### config.mk
export PLATFORM = sky130hd
export DESIGN_NAME = tonegen_write_master
export DESIGN_NICKNAME = d
export VERILOG_FILES = /design/src/rtl/tonegen_write_master.sv
export SDC_FILE = /design/constraint.sdc
export NUM_CORES = 1
export LEC_CHECK = 0
export CAP_MARGIN = 20
export CORE_MARGIN = 1
export CORE_UTILIZATION = 30
export DETAILED_ROUTE_END_ITERATION = 7
export HOLD_SLACK_MARGIN = 0.06
export SLEW_MARGIN = 20
export SYNTH_ARGS = -nofsm -noshare
export SYNTH_HDL_FRONTEND = slang
export SYNTH_SLANG_ARGS = --single-unit
### constraint.sdc
create_clock -name clk -period 2.82 [get_ports clk]
set_input_delay 0.564 -clock clk [delete_from_list [all_inputs] [get_ports clk]]
set_output_delay 0.564 -clock clk [all_outputs]
set_load 0.05 [all_outputs]
### src/rtl/tonegen_write_master.sv
// tonegen_write_master
//   Purpose : host-side initiator for the tone generator register bus. Commands
//             arrive on a valid/ready port and queue in a small circular FIFO.
//             They are replayed one at a time as an address/data setup phase,
//             a stretched write strobe, and an address/data hold phase.
//   Ports   : clk/rst_n (async, active low); ena gates the start of new writes;
//             cmd_valid/cmd_ready/cmd_addr/cmd_data form the command input;
//             address_out/data_out/write_strobe_out drive the tone generator;
//             busy and fifo_level report status.
//   Latency : a push into an empty, idle block reaches address_out/data_out on
//             the next edge. The strobe rises SETUP_CYCLES later.
//             Each write occupies 1+SETUP+STROBE+HOLD cycles.
module tonegen_write_master #(
   parameter int FIFO_DEPTH    = 4,
   parameter int SETUP_CYCLES  = 2,
   parameter int STROBE_CYCLES = 52,
   parameter int HOLD_CYCLES   = 2
) (
   input  logic                          clk,
   input  logic                          rst_n,
   input  logic                          ena,
   input  logic                          cmd_valid,
   output logic                          cmd_ready,
   input  logic [2:0]                    cmd_addr,
   input  logic [4:0]                    cmd_data,
   output logic [2:0]                    address_out,
   output logic [4:0]                    data_out,
   output logic                          write_strobe_out,
   output logic                          busy,
   output logic [$clog2(FIFO_DEPTH):0]   fifo_level
);

   localparam int PW      = $clog2(FIFO_DEPTH);
   localparam int LW      = PW + 1;
   localparam int CNT_MAX = (SETUP_CYCLES > STROBE_CYCLES)
                          ? ((SETUP_CYCLES > HOLD_CYCLES) ? SETUP_CYCLES : HOLD_CYCLES)
                          : ((STROBE_CYCLES > HOLD_CYCLES) ? STROBE_CYCLES : HOLD_CYCLES);
   localparam int CNT_W   = (CNT_MAX < 2) ? 1 : $clog2(CNT_MAX);

   typedef enum logic [1:0] {IDLE, SETUP, STROBE, HOLD} state_t;

   state_t            state, state_nxt;
   logic [CNT_W-1:0]  cnt;
   logic              cnt_zero;

   logic [7:0]        mem [FIFO_DEPTH];
   logic [PW-1:0]     wr_ptr, rd_ptr;
   logic [LW-1:0]     level;
   logic              push, pop, full, empty;

   // ---------------- command FIFO ----------------
   // Ready depends only on the current level: a full FIFO refuses a push even
   // on an edge where it is also popping.
   assign full      = (level == LW'(FIFO_DEPTH));
   assign empty     = (level == '0);
   assign cmd_ready = !full;
   assign push      = cmd_valid && !full;
   // A pop only happens from IDLE with data already present, so a push into
   // an empty FIFO is never popped on the same edge.
   assign pop       = (state == IDLE) && ena && !empty;
   assign fifo_level = level;

   always_ff @(posedge clk) begin
      if (push) begin
         mem[wr_ptr] <= {cmd_addr, cmd_data};
      end
   end

   // Pointers are PW bits wide and FIFO_DEPTH is a power of two, so the
   // natural overflow of the increment implements the wrap.
   always_ff @(posedge clk or negedge rst_n) begin
      if (!rst_n) begin
         wr_ptr <= '0;
         rd_ptr <= '0;
         level  <= '0;
      end else begin
         if (push) wr_ptr <= wr_ptr + PW'(1);
         if (pop)  rd_ptr <= rd_ptr + PW'(1);
         case ({push, pop})
            2'b10:   level <= level + LW'(1);
            2'b01:   level <= level - LW'(1);
            default: level <= level;
         endcase
      end
   end

   // ---------------- FSM: state register ----------------
   always_ff @(posedge clk or negedge rst_n) begin
      if (!rst_n) state <= IDLE;
      else        state <= state_nxt;
   end

   // ---------------- FSM: next state ----------------
   assign cnt_zero = (cnt == '0);

   always_comb begin
      state_nxt = state;
      case (state)
         IDLE:    if (pop)      state_nxt = SETUP;
         SETUP:   if (cnt_zero) state_nxt = STROBE;
         STROBE:  if (cnt_zero) state_nxt = HOLD;
         HOLD:    if (cnt_zero) state_nxt = IDLE;
         default:               state_nxt = IDLE;
      endcase
   end

   // ---------------- FSM: outputs ----------------
   // The strobe is decoded from the registered state, so it rises and falls
   // on clock edges and drops as soon as reset forces the state to IDLE.
   always_comb begin
      write_strobe_out = (state == STROBE);
      busy             = (state != IDLE) || !empty;
   end

   // ---------------- shared phase counter ----------------
   // Each phase loads its length minus one on entry and counts down to zero.
   always_ff @(posedge clk or negedge rst_n) begin
      if (!rst_n) begin
         cnt <= '0;
      end else begin
         case (state)
            IDLE:    if (pop) cnt <= CNT_W'(SETUP_CYCLES - 1);
            SETUP:   cnt <= cnt_zero ? CNT_W'(STROBE_CYCLES - 1) : cnt - CNT_W'(1);
            STROBE:  cnt <= cnt_zero ? CNT_W'(HOLD_CYCLES - 1)   : cnt - CNT_W'(1);
            HOLD:    cnt <= cnt_zero ? '0 : cnt - CNT_W'(1);
            default: cnt <= '0;
         endcase
      end
   end

   // ---------------- address/data registers ----------------
   // Loaded only when a command is popped; they hold through SETUP, STROBE,
   // HOLD and the following IDLE time, giving setup and hold margin.
   always_ff @(posedge clk or negedge rst_n) begin
      if (!rst_n) begin
         address_out <= '0;
         data_out    <= '0;
      end else if (pop) begin
         address_out <= mem[rd_ptr][7:5];
         data_out    <= mem[rd_ptr][4:0];
      end
   end

endmodule

==> flow_summary.ini <==
[job]
maxCapViolCount = 0

[clocking]
ctsHoldBuffers = 0
postCtsResizedCells = 0
htree_levels = 2
clk_path_buf_depth = 2
postCtsSetupRepairBufs = 0
clkSlewWorstSetupHoldPaths_ns = 0.10
cts_sinks = 55
clock_latency_ns = 0.31
root_buffer = clkbuf_8
cts_buffers = 5
cts_tree = done

[power]
powerDensity_nw_per_um2 = 666
power.internal_uw = 1330
switching_share_pct = 31.7
leakagePower_uw = 0.00114
ir_drop_v = 0.000569
p_total_uw = 1940
pwr-share-seq_pct = 55.3
power.switching_uw = 614
power_frac_comb_pct = 21.3
clockPowerShare_pct = 23.4

[worst_setup_path]
worstSetupPathType = register to primary output
crit_chain = inv_1 -> ha_1 -> nand3b_1 -> clkdlybuf4s50_1
slowest_stage = clkdlybuf4s50_1
setup.worst_path.end_class = primary output
cp.required_ns = 2.26
startpoint_type = register
cp_slowest_stage_delay_ns = 0.80
timing.rr.start = state[0]
crit_end = busy
ff2ff_setup_slack_ns = 0.64
arrival_ns = 2.02
timing.rr.end = fifo_level[2]
crit_start = state[0]
reg2reg_depth = 10
crit_fanout = 4

[floorplanning]
dieWidth_um = 92.1
num_io_pins = 26
die_area_um2 = 8490
fp-row-count = 32
floorplan.initialDensity_pct = 31.2
core_um2 = 7810
dieHeight_um = 92.1

[timing]
tightest_slew_ns = 0.614
post-route-period-util_pct = 91.8
finalSetupViolations = 0
fmax_ghz = 0.386
slew_headroom_pct = 59.0
hold_viol = 0
fin_setup_tns_ns = 0
finalMaxSlewViolations = 0
period_needed_ns = 2.59
rsz0062_at_grt = false
finClkSkew_ns = 0.00619

[placement]
place_congestion = 0.760
dpl.cell_count = 284
portBuffers = 25
hpwl_um = 2930

[grt]
overflow = 0
grt_max_degree = 24
grtUsageTotal_pct = 11.0
grt_pass1_vias = 1329
grt_pass1_wl_um = 6970
antenna_found_initial = 0

[synth]
yosysSeqAreaShare_pct = 63.0
synth_ff_type = edfxtp_1
syn_inst = 157
async_reset_ff_share_pct = 41.8
synth_enable_flop_cells = 32
synth.avg_cell_area_um2 = 15.5
netlist_area_um2 = 2440
ys_ff_latch = 55
syn_nets = 182
ys_types = 36
ys_warn_count = 0

[routing]
ant_nets = 0
wl_um = 4190
avgRoutedWirePerCell_um = 14.4
vias = 1351
post_drt_via_cell_ratio = 4.63
first_iter_violations = 53
drc = 0
dr.pass1.iters = 4

[cells_and_area]
n_fill_cell = 752
drive_above_1_share_pct = 17.4
num_antenna_cells = 0
fin_cells = 292
fin_util_pct = 37.3
fin_nets = 214
regArea_um2 = 1540
multi_input_area_um2 = 847
area.growth.synth_to_final_pct = 19.5

[status]
status = finished clean

[min_path]
hold_class = register to register
## flip-flops by register name, indices dropped and copies added, names as in the netlist
signal,cells
wr_ptr,2
mem,32
state,2
rd_ptr,2
fifo_level,3
data_out,5
cnt,6
address_out,3
## cell type report
class / count / share of cell area [%]
sequential: 55 / 52.7
multi-input combinational: 88 / 29.1
timing repair buffer: 27 / 9.11
tap: 102 / 4.38
clock buffer: 5 / 2.36
inverter: 12 / 1.55
clock inverter: 3 / 0.773
## worst min path at each step
stage	start	to	cells after the start
3_3_place_gp	data_out[4]	data_out[4]	1
6_report	data_out[3]	data_out[3]	1
3_5_place_dp	data_out[3]	data_out[3]	1
4_1_cts	data_out[1]	data_out[1]	1
5_1_grt	data_out[1]	data_out[1]	1
2_1_floorplan	rst_n	address_out[0]	0
## Yosys cell counts, types with 2 or more instances
| cell | n | area share [%] |
|---|---|---|
| a21oi_1 | 3 | 0.62 |
| and2_1 | 3 | 0.77 |
| and3_1 | 5 | 1.3 |
| dfrtp_1 | 23 | 24 |
| edfxtp_1 | 32 | 39 |
| ha_1 | 12 | 6.2 |
| inv_1 | 12 | 1.8 |
| mux2_2 | 10 | 4.6 |
| mux4_2 | 8 | 7.4 |
| nand2_1 | 5 | 0.77 |
| nand3_1 | 3 | 0.62 |
| nor2_1 | 6 | 0.92 |
| nor3_1 | 2 | 0.41 |
| o21ai_0 | 4 | 0.82 |
| o2bb2ai_1 | 2 | 0.72 |
| o31ai_1 | 3 | 0.92 |
| xnor2_1 | 4 | 1.4 |
| xor2_1 | 2 | 0.72 |
## worst max-delay path, delay by kind of cell, from the launching register on
family,cells,cell delay [ns]
buffers and inverters,2,0.90
DFF,1,0.39
adders and majority gates,1,0.29
and+or+nand+nor,1,0.12
## stage by stage
stage | hold WS (ns) | worst slack (ns) | area [um2]
6_report | 0.515 | 0.231 | 2910
5_1_grt | 0.536 | 0.139 | 2910
4_1_cts | 0.521 | 0.219 | 2910
3_5_place_dp | 0.497 | 0.355 | 2820
3_3_place_gp | 0.491 | 0.415 | 2820
2_1_floorplan | 0.268 | 0.137 | 2440
## power by group through the flow
| stage | registers [uW] | clock network [uW] | logic [uW] |
|---|---|---|---|
| after global placement | 1090 | 0 | 417 |
| after detailed placement | 1090 | 0 | 420 |
| final | 1070 | 453 | 413 |
| after floorplan | 1150 | 0 | 204 |
| after CTS | 1080 | 463 | 421 |
| after global routing | 1090 | 489 | 460 |
## metal layers
layer / GRT usage [%] / vias to the layer above / share of wire, %
met5: 0 / - / 0
met4: 4.69 / 0 / 1.9
met3: 2.74 / 7 / 3.7
met2: 17.4 / 28 / 46
met1: 14.4 / 664 / 49
li1: - / 652 / -
## cell families (layout without fill, tap and decap cells)
kind of cell | after synthesis | count (layout) | share of synthesized area (%)
DFF | 55 | 55 | 63.0
and+or+nand+nor | 30 | 30 | 6.83
AOI/OAI and AO/OA | 20 | 20 | 6.37
muxes | 19 | 19 | 12.4
buffers and inverters | 14 | 47 | 2.21
adders and majority gates | 13 | 13 | 6.98
xor gates and xnor gates | 6 | 6 | 2.16
## layout by cell type (no fill, tap or decap), types with 2 or more instances in the layout
| cell | instances |
|---|---|
| clkdlybuf4s50_1 | 25 |
| xnor2_1 | 4 |
| ha_1 | 12 |
| buf_4 | 2 |
| nand2_1 | 5 |
| mux4_2 | 8 |
| dfrtp_1 | 23 |
| nand3_1 | 3 |
| and3_1 | 5 |
| o21ai_0 | 4 |
| and2_1 | 3 |
| inv_1 | 12 |
| xor2_1 | 2 |
| o31ai_1 | 3 |
| a21oi_1 | 3 |
| mux2_2 | 10 |
| nor3_1 | 2 |
| edfxtp_1 | 32 |
| o2bb2ai_1 | 2 |
| clkbuf_8 | 5 |
| nor2_1 | 6 |
Power figures use the tool's default switching activity.
